**src/rtl/apb_master_arbiter.sv**
```systemverilog
// Two-port APB master: round-robin arbitration between two requesters onto one APB bus,
// with IDLE/SETUP/ACCESS sequencing and a wait-state timeout against hung slaves.
module apb_master_arbiter #(
    parameter int ADDR_WIDTH = 32,
    parameter int DATA_WIDTH = 32,
    parameter int TIMEOUT    = 255
) (
    input  logic                  pclk,
    input  logic                  rst,
    input  logic                  m0_req,
    input  logic [ADDR_WIDTH-1:0] m0_addr,
    input  logic [DATA_WIDTH-1:0] m0_wdata,
    input  logic                  m0_write,
    input  logic [3:0]            m0_stb,
    output logic [DATA_WIDTH-1:0] m0_rdata,
    output logic                  m0_done,
    output logic                  m0_err,
    input  logic                  m1_req,
    input  logic [ADDR_WIDTH-1:0] m1_addr,
    input  logic [DATA_WIDTH-1:0] m1_wdata,
    input  logic                  m1_write,
    input  logic [3:0]            m1_stb,
    output logic [DATA_WIDTH-1:0] m1_rdata,
    output logic                  m1_done,
    output logic                  m1_err,
    output logic [ADDR_WIDTH-1:0] paddr,
    output logic [DATA_WIDTH-1:0] pdata,
    output logic                  pwrite,
    output logic [3:0]            pstb,
    output logic                  psel,
    output logic                  penable,
    input  logic [DATA_WIDTH-1:0] prdata,
    input  logic                  pready,
    input  logic                  perr,
    output logic                  busy
);

    localparam int CW = (TIMEOUT > 0) ? $clog2(TIMEOUT + 1) : 1;
    // Terminate in the ACCESS cycle that would be the TIMEOUT-th one with pready low.
    localparam logic [CW-1:0] TO_LAST = CW'((TIMEOUT > 0) ? TIMEOUT - 1 : 0);

    typedef enum logic [1:0] {
        IDLE   = 2'd0,
        SETUP  = 2'd1,
        ACCESS = 2'd2
    } state_t;

    state_t        state;
    logic          gnt;
    logic          last_grant;
    logic [CW-1:0] wait_cnt;
    logic          elig0;
    logic          elig1;
    logic          pick1;

    // A port is masked while its done pulse is visible, since its requester still holds req.
    always_comb begin
        elig0 = m0_req & ~m0_done;
        elig1 = m1_req & ~m1_done;
        pick1 = elig1 & (~elig0 | ~last_grant);
    end

    assign busy = (state != IDLE);

    always_ff @(posedge pclk) begin
        if (rst) begin
            state      <= IDLE;
            gnt        <= 1'b0;
            last_grant <= 1'b1;
            wait_cnt   <= '0;
            paddr      <= '0;
            pdata      <= '0;
            pwrite     <= 1'b0;
            pstb       <= 4'b0000;
            psel       <= 1'b0;
            penable    <= 1'b0;
            m0_rdata   <= '0;
            m1_rdata   <= '0;
            m0_done    <= 1'b0;
            m1_done    <= 1'b0;
            m0_err     <= 1'b0;
            m1_err     <= 1'b0;
        end else begin
            m0_done <= 1'b0;
            m1_done <= 1'b0;
            m0_err  <= 1'b0;
            m1_err  <= 1'b0;
            case (state)
                IDLE: begin
                    psel    <= 1'b0;
                    penable <= 1'b0;
                    if (elig0 || elig1) begin
                        gnt        <= pick1;
                        last_grant <= pick1;
                        paddr      <= pick1 ? m1_addr  : m0_addr;
                        pdata      <= pick1 ? m1_wdata : m0_wdata;
                        pwrite     <= pick1 ? m1_write : m0_write;
                        if (pick1 ? m1_write : m0_write) begin
                            pstb <= pick1 ? m1_stb : m0_stb;
                        end else begin
                            pstb <= 4'b0000;
                        end
                        psel  <= 1'b1;
                        state <= SETUP;
                    end
                end
                SETUP: begin
                    penable <= 1'b1;
                    state   <= ACCESS;
                end
                ACCESS: begin
                    if (pready) begin
                        psel     <= 1'b0;
                        penable  <= 1'b0;
                        wait_cnt <= '0;
                        state    <= IDLE;
                        if (gnt) begin
                            m1_done <= 1'b1;
                            m1_err  <= perr;
                            if (!pwrite) begin
                                m1_rdata <= prdata;
                            end
                        end else begin
                            m0_done <= 1'b1;
                            m0_err  <= perr;
                            if (!pwrite) begin
                                m0_rdata <= prdata;
                            end
                        end
                    end else if (TIMEOUT > 0 && wait_cnt == TO_LAST) begin
                        // Hung slave: force an error completion and release the bus.
                        psel     <= 1'b0;
                        penable  <= 1'b0;
                        wait_cnt <= '0;
                        state    <= IDLE;
                        if (gnt) begin
                            m1_done  <= 1'b1;
                            m1_err   <= 1'b1;
                            m1_rdata <= '0;
                        end else begin
                            m0_done  <= 1'b1;
                            m0_err   <= 1'b1;
                            m0_rdata <= '0;
                        end
                    end else begin
                        wait_cnt <= wait_cnt + CW'(1);
                    end
                end
                default: begin
                    psel    <= 1'b0;
                    penable <= 1'b0;
                    state   <= IDLE;
                end
            endcase
        end
    end

endmodule

```
**config.mk**
```make
export PLATFORM = sky130hd
export DESIGN_NAME = apb_master_arbiter
export DESIGN_NICKNAME = d
export VERILOG_FILES = /design/src/rtl/apb_master_arbiter.sv
export SDC_FILE = /design/constraint.sdc
export NUM_CORES = 1
export LEC_CHECK = 0
export CORE_ASPECT_RATIO = 0.8
export CORE_MARGIN = 5
export CORE_UTILIZATION = 30
export DETAILED_ROUTE_END_ITERATION = 8
export GPL_ROUTABILITY_DRIVEN = 0
export PLACE_DENSITY_LB_ADDON = 0.08
export SLEW_MARGIN = 5
export SYNTH_ARGS = -nofsm -noshare
export SYNTH_HDL_FRONTEND = slang
export SYNTH_SLANG_ARGS = --single-unit
```
**constraint.sdc**
```tcl
create_clock -name pclk -period 1.55 [get_ports pclk]
set_input_delay 0.31 -clock pclk [delete_from_list [all_inputs] [get_ports pclk]]
set_output_delay 0.31 -clock pclk [all_outputs]
set_load 0.02 [all_outputs]
```
==> impl_metrics.json <==
{
  "result_of_the_run": "finished with violations",
  "failed_checks": "negative setup slack",
  "layout_setup_ws_ns": -0.0771,
  "timing.clock.skew_ns": 0.0153,
  "firstDrtPassIters": 5,
  "cts_buffers": 17,
  "grt_util_all_layers": 0.192,
  "synth_top_cells_by_area": "sky130_fd_sc_hd__dfxtp_1 53%, sky130_fd_sc_hd__a32o_1 11%, sky130_fd_sc_hd__nand2_1 8.9%",
  "drive_gt1_frac": 0.110,
  "area_delta_synth_final_pct": 75.1,
  "final_net_count": 1120,
  "drc": 0,
  "worst_r2r_path_depth": 8,
  "cts_h_tree_depth": 4,
  "timing.critical_path.to_type": "flip-flop",
  "design.core.area_um2": 18900,
  "leakage_nw": 4.38,
  "crit_path_time_final_ns": 1.63,
  "final_core_utilization": 0.533,
  "cts_clock_pin_slew_for_the_worst_setup_and_hold_paths_ns": 0.06,
  "synth.largest_area_cell": "sky130_fd_sc_hd__dfxtp_1",
  "post_synth_inst_count": 617,
  "grt_remaining_overflow": 0,
  "routed_via_count_divided_by_cell_count": 5.02,
  "synth_nets": 795,
  "detailed_placement_hpwl_um": 15600,
  "power_density_nw_per_um2": 1080,
  "number_of_rows_in_the_core_area": 45,
  "final_cell_area_um2": 10100,
  "number_of_max_cap_violations": 0,
  "detailroute.wirelength.met3_um": 1860,
  "design.die.area_um2": 22100,
  "routed-wl-met2_um": 11400,
  "post_synthesis_instance_area_um2": 5750,
  "hold_ws_ns": 0.450,
  "ant_nets": 0,
  "via_count": 6090,
  "worstHoldPathCells": 3,
  "clock_tree_from_tritoncts": "built",
  "totalWireLength_um": 22800,
  "grt_max_degree": 70,
  "clock_sinks": 151,
  "n_antenna_cell": 0,
  "r2r_end": "m1_rdata[20]",
  "dr.max_layer_used": "met4",
  "drtIter0Drc": 316,
  "r2r_startpoint": "wait_cnt[0]",
  "clk_path_buf_depth": 2,
  "post_dr_wirelength_cell_um": 18.8,
  "hold_path_class": "primary input to flip-flop",
  "report.final.hold_viol_count": 0,
  "crit_path_start_kind": "flip-flop",
  "worst_path_required_time_ns": 1.86,
  "floorplan.io_pins": 316,
  "worst_pin_slew_ns": 0.323,
  "hold_path_startpoint": "m1_wdata[13]",
  "synth_top_area_share": 0.525,
  "regToRegSetupSlack_ns": -0.08,
  "timing.setup.critical_path_class": "flip-flop to flip-flop",
  "floorplan.die.width_um": 165,
  "grt_antenna_before_repair": 0,
  "syn-mean-instance-area_um2": 9.32,
  "final_setup_violation_count": 48,
  "clk-insertion-delay-late_ns": 0.42,
  "slew_violations": 0,
  "critPathArrivalTime_ns": 1.93,
  "irDropWorstVdd_mv": 0.554,
  "grt_pass1_vias": 5981,
  "clockRootBuffer": "sky130_fd_sc_hd__clkbuf_16",
  "synth_cell_type_count": 39,
  "die_outline_height_um": 134,
  "route.layer.met1.wl_um": 9120,
  "initial_utilization": 0.304,
  "placedInstanceArea_um2": 9340,
  "max_freq_mhz": 615,
  "final_min_period_over_clock_period": 1.05,
  "seq_area_frac_synth": 0.525,
  "critical_path.max_fanout": 21,
  "global_route_wire_length_before_repair_um": 33300,
  "grt_setup_unrepaired": "true",
  "yosys_register_bits": 151,
  "yosys_warnings": 0,
  "worst_slew_margin": 0.785,
  "min_delay_worst_endpoint": "pdata[13]",
  "portBuffers": 315
}
==> worst max path at each step <==
stage / endpoint / startpoint / cells after the start
2_1_floorplan: paddr[21] / m1_done / 7
3_3_place_gp: m0_rdata[12] / pready / 6
3_5_place_dp: pstb[1] / m1_req / 7
4_1_cts: m0_rdata[17] / wait_cnt[0] / 8
5_1_grt: m1_rdata[21] / wait_cnt[7] / 6
6_report: m1_rdata[20] / wait_cnt[0] / 8
==> worst max-delay path, cell delays in order (launching register included) <==
cell	delay (ns)
sky130_fd_sc_hd__dfxtp_2	0.33
sky130_fd_sc_hd__inv_2	0.06
sky130_fd_sc_hd__ha_4	0.14
sky130_fd_sc_hd__nand3_4	0.08
sky130_fd_sc_hd__o31ai_4	0.27
sky130_fd_sc_hd__buf_4	0.18
sky130_fd_sc_hd__a21oi_4	0.08
sky130_fd_sc_hd__buf_12	0.17
sky130_fd_sc_hd__a32o_1	0.21
==> per-stage QoR <==
stage	setup WS (ns)	total power, mW	cells	TNS [ns]
2_1_floorplan	0.00414	5.40	617	0
3_3_place_gp	-0.269	6.70	1168	-32.91
3_5_place_dp	-0.311	6.72	1168	-36.87
4_1_cts	-0.147	10.9	1207	-5.83
5_1_grt	-0.142	11.4	1213	-5.42
6_report	-0.0771	10.9	1213	-2.09
==> state kept, by name (all words and copies together), names as in the netlist, 2 cells and up <==
signal    count
paddr        32
wait_cnt      8
pstb          4
state         2
m1_rdata     32
pdata        32
m0_rdata     32
==> cells by family after synthesis <==
| logic type | Yosys count | synth area share |
|---|---|---|
| buf+inv | 60 | 0.0535 |
| simple gates | 180 | 0.134 |
| fa+ha+maj | 2 | 0.00435 |
| compound gates | 218 | 0.274 |
| flops | 151 | 0.525 |
| xor+xnor | 6 | 0.00913 |
==> per-layer routing <==
metal,vias to the layer above,track usage
li1,2940,-
met1,2893,0.217
met2,228,0.333
met3,29,0.0747
met4,0,0.0637
met5,-,0
==> power by group <==
part           switching, mW  internal, mW
Clock                   1.72          2.52
Sequential             0.134          4.16
Combinational           1.23          1.10
==> cell usage after synthesis <==
| cell type | count |
|---|---|
| sky130_fd_sc_hd__ha_1 | 2 |
| sky130_fd_sc_hd__buf_4 | 2 |
| sky130_fd_sc_hd__a21oi_4 | 3 |
| sky130_fd_sc_hd__inv_1 | 2 |
| sky130_fd_sc_hd__and2_1 | 1 |
| sky130_fd_sc_hd__buf_2 | 24 |
| sky130_fd_sc_hd__or2_4 | 1 |
| sky130_fd_sc_hd__clkinv_1 | 1 |
| sky130_fd_sc_hd__nor3_2 | 1 |
| sky130_fd_sc_hd__nor3_1 | 2 |
| sky130_fd_sc_hd__dfxtp_1 | 151 |
| sky130_fd_sc_hd__and4b_1 | 1 |
| sky130_fd_sc_hd__a211o_1 | 1 |
| sky130_fd_sc_hd__and3b_1 | 1 |
| sky130_fd_sc_hd__nor2_1 | 9 |
| sky130_fd_sc_hd__a31oi_1 | 70 |
| sky130_fd_sc_hd__nand3b_1 | 1 |
| sky130_fd_sc_hd__a21oi_1 | 4 |
| sky130_fd_sc_hd__and4_1 | 1 |
| sky130_fd_sc_hd__a41oi_2 | 1 |
| sky130_fd_sc_hd__o31ai_1 | 1 |
| sky130_fd_sc_hd__a21o_1 | 1 |
| sky130_fd_sc_hd__xor2_1 | 5 |
| sky130_fd_sc_hd__nor2b_2 | 1 |
| sky130_fd_sc_hd__nand2_1 | 136 |
| sky130_fd_sc_hd__a32o_1 | 65 |
| sky130_fd_sc_hd__nand2b_1 | 5 |
| sky130_fd_sc_hd__nand3_1 | 12 |
| sky130_fd_sc_hd__nor4_1 | 1 |
| sky130_fd_sc_hd__o21ai_0 | 70 |
| sky130_fd_sc_hd__or2_1 | 1 |
| sky130_fd_sc_hd__o21ai_1 | 1 |
| sky130_fd_sc_hd__xnor2_1 | 1 |
| sky130_fd_sc_hd__nand4_2 | 1 |
| sky130_fd_sc_hd__clkbuf_1 | 25 |
| sky130_fd_sc_hd__buf_6 | 6 |
| sky130_fd_sc_hd__nand4_1 | 2 |
| sky130_fd_sc_hd__o31ai_4 | 1 |
| sky130_fd_sc_hd__nor2_2 | 3 |
==> cells in the final DEF, fill, tap and decap left out, types with 2 or more instances in the layout <==
master,n
sky130_fd_sc_hd__nor3_1,2
sky130_fd_sc_hd__clkbuf_8,3
sky130_fd_sc_hd__xor2_1,5
sky130_fd_sc_hd__dfxtp_2,4
sky130_fd_sc_hd__buf_4,24
sky130_fd_sc_hd__inv_6,3
sky130_fd_sc_hd__o21ai_0,70
sky130_fd_sc_hd__bufinv_16,2
sky130_fd_sc_hd__clkdlybuf4s50_1,175
sky130_fd_sc_hd__a21oi_4,3
sky130_fd_sc_hd__nand3_1,11
sky130_fd_sc_hd__clkinv_2,2
sky130_fd_sc_hd__nor2_1,9
sky130_fd_sc_hd__nand2_1,136
sky130_fd_sc_hd__a21oi_1,4
sky130_fd_sc_hd__a31oi_1,70
sky130_fd_sc_hd__clkinv_4,5
sky130_fd_sc_hd__nand2b_1,5
sky130_fd_sc_hd__nor2_4,2
sky130_fd_sc_hd__buf_12,13
sky130_fd_sc_hd__a32o_1,65
sky130_fd_sc_hd__clkbuf_16,21
sky130_fd_sc_hd__buf_6,5
sky130_fd_sc_hd__dfxtp_1,147
sky130_fd_sc_hd__buf_16,2
sky130_fd_sc_hd__inv_2,2
sky130_fd_sc_hd__nand4_1,2
sky130_fd_sc_hd__dlygate4sd2_1,139
==> timing repair <==
| item | 4_1_cts | 5_1_grt |
|---|---|---|
| setup endpoints to repair | 210 | 105 |
| pin swaps | 5 | 9 |
| hold buffers | 0 | 0 |
| resized for setup | 158 | 6 |
| gates cloned | 4 | 4 |
| setup buffers | 3 | 4 |
==> final cells by class <==
class                   count  area (um^2)
fillers                  1767         8840
well taps                 258          323
clock inverters            12          140
repair buffers            363         3630
flip-flops and latches    151         3030
inverters                   3         11.3
multi-input cells         406         2480
clock buffers              20          467
(Power assumes the default switching activity.)
==> RTL change, RTL diff (same settings) <==
Encoding of `state_t`: now one-hot (3 bits for 3 states).
--- a/src/rtl/apb_master_arbiter.sv
+++ b/src/rtl/apb_master_arbiter.sv
@@ -40,8 +40,8 @@
     localparam logic [CW-1:0] TO_LAST = CW'((TIMEOUT > 0) ? TIMEOUT - 1 : 0);
 
-    typedef enum logic [1:0] {
-        IDLE   = 2'd0,
-        SETUP  = 2'd1,
-        ACCESS = 2'd2
+    typedef enum logic [2:0] {
+        IDLE   = 3'b001,
+        SETUP  = 3'b010,
+        ACCESS = 3'b100
     } state_t;
 
Check against the original RTL: same outputs for any inputs over 4 cycles, from zero or initial values and one cycle with rst high; so few cycles prove little.
==> RTL change against the original RTL <==
  * The run still ends with setup timing left
  * Sequential power up 6.8%
  * Worst setup slack better by 0.017 ns
  * Critical path depth down 3
  * Synthesized area up 3.9%
  * Hold slack worse by 0.16 ns
  * Sequential cell count up 1
  * Highest routed layer unchanged
  * First-iteration DRC count up 16%
  * Routed wire length up 6.9%
  * Final area up 9.2%
  * Power up 22%
  * Synthesized cell count up 2.3%
  * Largest power group unchanged
==> RTL change: results (changes against the original RTL) <==
| Metric | Value |
|---|---|
| Int Pwr | `9.008 mW (+16%)` |
| Worst vdd ir | `0.7015 mV (+27%)` |
| Non-clock buffer count | `393 (+8.3%)` |
| Setup violation total in the final timing report | `69 (+44%)` |
| Largest cells by area after synthesis | `dfxtp_1, a32o_1, a311oi_1` |
| Status | `finished with violations` |
| Worst Slack Setup Final | `-0.06049 ns (+0.01656 ns)` |
| Share of layout cells above drive strength 1 | `18.56% (+7.6 points)` |
| First-pass GRT wire length | `35.41 mm (+6.5%)` |
| GRT Util Overall | `19.45% (+0.22 points)` |
| Adder-Cell Fraction of Synth Area | `0.4187% (-0.016 points)` |
| Synth top cells by count | `dfxtp_1, nand2_1, nor2_1` |
| Setup slack at placement | `-0.4429 ns (-0.1319 ns)` |
| Routed len/inst | `19.37 µm (+2.9%)` |
| Sequential area share after synthesis | `50.91% (-1.6 points)` |
| Vias | `6317 (+3.7%)` |
| Clk pwr share | `33.5% (-5.5 points)` |
| Storage cell area | `0.003057 mm² (+0.95%)` |
| Pleak | `4.740 nW (+8.2%)` |
| Dpl hpwl | `16.69 mm (+6.8%)` |
| Failing checks | `setup timing` |
| Cell variety after synth | `37 (-5.1%)` |
| Syn Inst Count | `631 (+2.3%)` |
| Met1 wire length | `9.652 mm (+5.9%)` |
| Power share of the combinational group | `31.8% (+10 points)` |
| Critical path's largest stage delay | `0.47 ns (+0.14 ns)` |
| Met2 Routed Length | `12.35 mm (+8.6%)` |
| Clk_skew | `0.01572 ns (+0.0004458 ns)` |
| Nets | `1162 (+3.8%)` |
| Met3 Routed Length | `1.940 mm (+4.4%)` |
| Worst slew pin tran | `0.4125 ns (+0.08937 ns)` |
| Complex-gate fraction of the synthesized area | `23.55% (-3.8 points)` |
| Post-synthesis xor/xnor area fraction | `1.026% (+0.11 points)` |
| Met1 Resource Use GR | `21.98% (+0.30 points)` |
| Syn nets | `809 (+1.8%)` |
| Vias in the first global route | `6465 (+8.1%)` |
| Sequential cells | `152 (+0.66%)` |
RTL change: cell types whose count changed after synthesis, moves of 5 or more:
cell / change
a311oi_1: +69
nor2b_1: +5
o21ai_0: -70
nor2_1: +74
a31oi_1: -67
buf_2: -5
RTL change: worst paths after layout:
kind / from / end / slack (ns) / depth (start not counted)
hold / removal: rst / wait_cnt[1] / 0.29 / 2
hold reg to reg: m1_rdata[30] / m1_rdata[30] / 0.46 / 1
setup reg to reg: state[2] / m1_rdata[17] / -0.06 / 5
setup / recovery: state[2] / m1_rdata[17] / -0.06 / 5
RTL change: stage by stage:
stage / util [%] / setup TNS, ns / area, µm²
after floorplan: - / -1.782 / 5995
after global placement: 49.31 / -43.36 / 9706
after detailed placement: 49.31 / -47.47 / 9706
after CTS: 54.27 / -5.213 / 10680
after global routing: 55.87 / -8.212 / 11000
final: 55.87 / -2.196 / 11000
